File: src/rtl/fifo_ctr.sv
// rtl/fifo_ctr.sv - first-word-fall-through FIFO controller with occupancy flags
// Circular buffer of any depth, pass-through on full, sticky overflow/underflow.
module fifo_ctr #(
  parameter int DATA_WIDTH    = 16,
  parameter int FIFO_DEPTH    = 3,
  parameter int AFULL_THRESH  = FIFO_DEPTH - 1,
  parameter int AEMPTY_THRESH = 1,
  localparam int CW           = $clog2(FIFO_DEPTH + 1)
) (
  input  logic                  clk_i,
  input  logic                  rst_n_i,
  input  logic                  clr_i,
  input  logic                  enq_i,
  input  logic [DATA_WIDTH-1:0] din_i,
  input  logic                  deq_i,
  output logic [DATA_WIDTH-1:0] dout_o,
  output logic                  full_o_n,
  output logic                  empty_o_n,
  output logic [CW-1:0]         count_o,
  output logic                  almost_full_o,
  output logic                  almost_empty_o,
  output logic                  overflow_o,
  output logic                  underflow_o
);

  localparam int PW = (FIFO_DEPTH > 1) ? $clog2(FIFO_DEPTH) : 1;

  logic [DATA_WIDTH-1:0] mem_q [FIFO_DEPTH];

  logic [PW-1:0] rd_ptr_q, rd_ptr_d;
  logic [PW-1:0] wr_ptr_q, wr_ptr_d;
  logic [CW-1:0] count_q, count_d;
  logic          overflow_q, overflow_d;
  logic          underflow_q, underflow_d;

  logic is_empty, is_full;
  logic enq_ok, deq_ok;

  assign is_empty = (count_q == '0);
  assign is_full  = (int'(count_q) == FIFO_DEPTH);

  // A flush cycle swallows both requests; a pop frees room for a same-cycle push when full.
  assign deq_ok = deq_i & ~is_empty & ~clr_i;
  assign enq_ok = enq_i & (~is_full | deq_ok) & ~clr_i;

  function automatic logic [PW-1:0] ptr_inc(input logic [PW-1:0] p);
    if (int'(p) == FIFO_DEPTH - 1) begin
      ptr_inc = '0;
    end else begin
      ptr_inc = p + PW'(1);
    end
  endfunction

  always_comb begin
    rd_ptr_d    = rd_ptr_q;
    wr_ptr_d    = wr_ptr_q;
    count_d     = count_q;
    overflow_d  = overflow_q;
    underflow_d = underflow_q;
    if (clr_i) begin
      rd_ptr_d    = '0;
      wr_ptr_d    = '0;
      count_d     = '0;
      overflow_d  = 1'b0;
      underflow_d = 1'b0;
    end else begin
      if (deq_ok) begin
        rd_ptr_d = ptr_inc(rd_ptr_q);
      end
      if (enq_ok) begin
        wr_ptr_d = ptr_inc(wr_ptr_q);
      end
      case ({enq_ok, deq_ok})
        2'b10:   count_d = count_q + CW'(1);
        2'b01:   count_d = count_q - CW'(1);
        default: count_d = count_q;
      endcase
      if (enq_i && !enq_ok) begin
        overflow_d = 1'b1;
      end
      if (deq_i && is_empty) begin
        underflow_d = 1'b1;
      end
    end
  end

  always_ff @(posedge clk_i or negedge rst_n_i) begin
    if (!rst_n_i) begin
      rd_ptr_q    <= '0;
      wr_ptr_q    <= '0;
      count_q     <= '0;
      overflow_q  <= 1'b0;
      underflow_q <= 1'b0;
    end else begin
      rd_ptr_q    <= rd_ptr_d;
      wr_ptr_q    <= wr_ptr_d;
      count_q     <= count_d;
      overflow_q  <= overflow_d;
      underflow_q <= underflow_d;
    end
  end

  // Storage carries no reset; validity is tracked solely by count_q.
  always_ff @(posedge clk_i) begin
    if (enq_ok) begin
      mem_q[wr_ptr_q] <= din_i;
    end
  end

  assign dout_o         = is_empty ? '0 : mem_q[rd_ptr_q];
  assign full_o_n       = ~is_full;
  assign empty_o_n      = ~is_empty;
  assign count_o        = count_q;
  assign almost_full_o  = (int'(count_q) >= AFULL_THRESH);
  assign almost_empty_o = (int'(count_q) <= AEMPTY_THRESH);
  assign overflow_o     = overflow_q;
  assign underflow_o    = underflow_q;

endmodule

File: config.mk
export PLATFORM = sky130hd
export DESIGN_NAME = fifo_ctr
export DESIGN_NICKNAME = d
export VERILOG_FILES = /design/src/rtl/fifo_ctr.sv
export SDC_FILE = /design/constraint.sdc
export NUM_CORES = 1
export LEC_CHECK = 0
export CAP_MARGIN = 20
export CORE_ASPECT_RATIO = 1.75
export CORE_MARGIN = 4
export CORE_UTILIZATION = 40
export DETAILED_ROUTE_END_ITERATION = 12
export MAX_ROUTING_LAYER = met4
export PLACE_DENSITY = 0.6
export SLEW_MARGIN = 10
export SYNTH_ARGS = -nofsm -noshare
export SYNTH_HDL_FRONTEND = slang
export SYNTH_SLANG_ARGS = --single-unit
File: constraint.sdc
create_clock -name clk_i -period 3.8 [get_ports clk_i]
set_input_delay 0.38 -clock clk_i [delete_from_list [all_inputs] [get_ports clk_i]]
set_output_delay 0.38 -clock clk_i [all_outputs]
set_load 0.02 [all_outputs]
==> impl_results.md <==
* Final Cell Area at 3040 um2
* Vias in the first global route at 1416
* Reg-to-Reg Start: count_o[1]
* Status: complete, no violations
* Synth-to-layout area growth at 27.8%
* Initial core utilization at 41.9%
* Yosys Warn Count at 0
* Ys async rst share at 14.3%
* Commonest non-fill, non-tap cell in the layout: edfxtp_1
* CP max FO at 19
* Die X at 66.3 um
* Final net count at 223
* Setup CP Type: flop to output pin
* Setup tns final at 0 ps
* Largest net degree at the start of global routing at 21
* Seq/Total Area, Yosys at 69.0%
* Netlist Area Pre-Place at 2380 um2
* Slew headroom at 31.4%
* Primary FF master, synth: edfxtp_1
* Multi-input gate area at 676 um2
* Placed Area at 2880 um2
* Arr. time, crit path at 2430 ps
* Overall routing resource usage at 13.8%
* CP endpoint kind: output pin
* CTS root buffer: clkbuf_8
* Critical path cell sequence: mux2_2, mux2i_1, nor2_1, clkdlybuf4s50_1
* Register Area at 1640 um2
* First-pass GRT wire length at 7220 um
* RSZ-0062 raised after global routing: no
* Setup Viol. Count Final at 0
* Maxcap violations at 0
* Post-Syn Area per Cell at 15.6 um2
* Slew at the pin closest to its max-slew limit at 1030 ps
* Buffers on Ports at 44
* DR vias/cell at 4.87
* CTS Buf Count at 5
* Max Transition Viols Final at 0
* DRC at 0
* Post-Syn Nets at 178
* Reg2reg end: mem_q[2][6]
* Initial antenna violation count at 0
* Clock latency on the worst-skew pair at 300 ps
* Critical Path Source: rd_ptr_q[0]
* Unique masters post-synth at 27
* Commonest non-fill, non-tap cells in the layout: edfxtp_1, clkdlybuf4s50_1, nor2_1, mux2i_1, mux2_2
* CORE AREA at ~5700 um2
* CP required at 3420 ps
* Clk sinks at 56
* Post-synth EDFFs at 48
* CTS tree: built
* Setup repair bufs after CTS at 0
* R2r setup slk at 1120 ps
* Min-Delay Path Class: primary input to asynchronous set/reset pin
* Die area at 7300 um2
* Min Hold Slack at 357 ps
* Worst path max stage delay at 920 ps
* Post_cts resized at 0
* VDD IR max at 336 uV
* Cts hold-fix bufs at 0
* Antenna diodes at 0
* Fin Clk Skew at 5.71 ps
* Fillers at 510
* Final RePlAce weighted congestion at 0.753
* CTS Buffer Depth at 2
* Detail Placement HPWL at 3120 um
* Period utilisation layout at 74.1%
* # IOs at 45
* Overflow after GRT at 0
* Antenna Nets Post-Route at 0
* Post-Synthesis Cells at approximately 150
* Fmax achieved at 355 MHz
* Routed vias at 1339
* Initial DRT Pass Iterations at 4
* Clk slew on worst S/H paths at 100 ps
* Slowest CP cell: dfrtp_1
* Iter 0 DRT Violations at between 50 and 60
* Layout cells sized above 1 at 17.1%
* Fin. Hold Viols at 0
* FP Rows at 36
* Flops & latches, synth at 56
* Total power at 0.00166 W
* H-tree depth at 2
* Worst R2R Path Depth at 6
* Leakage at approximately 1.0 nW
* Cell area power density at approximately 550 nW/um2
* Die Height at 110 um
* Routed Wire Length at 4530 um
* DR WL/cell at 16.5 um
* Critical path startpoint category: flop
* Crit path time final at 2810 ps
-- cells in the mapped netlist, types with 2 or more instances --
library cell | n | share of area, %
nor2b_1 | 2 | 0.53
dfrtp_1 | 8 | 8.4
a21oi_1 | 3 | 0.63
nand2b_1 | 4 | 1.1
nand2_1 | 2 | 0.32
a211oi_1 | 2 | 0.63
clkbuf_1 | 2 | 0.32
inv_1 | 4 | 0.63
buf_2 | 2 | 0.42
nor2_1 | 22 | 3.5
ha_1 | 4 | 2.1
mux2i_1 | 19 | 8.0
mux2_2 | 18 | 8.5
edfxtp_1 | 48 | 61
-- sequential cells by signal (all words and copies together) (netlist names) --
register / cells
overflow_o: 1
mem_q: 48
underflow_o: 1
rd_ptr_q: 2
wr_ptr_q: 2
count_o: 2
-- critical path: cells and delay by family (launching register included) --
kind / cells / cell delay, ps
flip-flops: 1 / 920
multiplexers: 2 / 580
buffers and inverters: 1 / 580
AND/OR/NAND/NOR: 1 / 60
-- metrics by stage --
stage	cells	utilization (%)	setup WS (ps)
global placement	267	50.8	1220
finish	275	53.6	985
global route	275	53.6	872
floorplan	153	-	391
CTS	275	53.6	955
detailed placement	267	50.8	1080
-- report_power, final --
group	total [W]	switching [W]	internal [W]	leakage [nW]
Sequential	0.000738	0.0000367	0.000701	0.544
Clock	0.000511	0.000182	0.000329	0.0784
Combinational	0.000409	0.000209	0.000201	0.418
-- kinds of logic after synthesis --
group           Yosys count  share of synthesized area [%]
simple gates             37                           7.52
buf+inv                  12                           3.00
compound gates            7                           1.89
flops                    56                           69.0
mux                      37                           16.5
fa+ha+maj                 4                           2.10
-- layer usage --
layer  global-route usage [%]  wire length (um)
met2                     23.9              2480
met4                     4.80                29
met1                     16.0              1860
met5                        -                 0
met3                     2.54               161
-- final cells by class --
cell class / instances / share of cell area, %
sequential: 56 / 54.0
multi-input combinational: 85 / 22.2
timing repair buffer: 46 / 15.0
tap: 76 / 3.13
clock inverter: 3 / 2.96
clock buffer: 5 / 2.26
inverter: 4 / 0.494
-- worst max-delay path by stage --
stage	to	slack, ps	cells past startpoint
floorplan	mem_q[2][0]	390	6
global placement	mem_q[2][6]	1220	6
detailed placement	mem_q[2][12]	1080	6
CTS	dout_o[9]	950	4
global route	dout_o[7]	870	4
finish	dout_o[1]	990	4
Note: power is estimated with default switching activity, not from simulation.
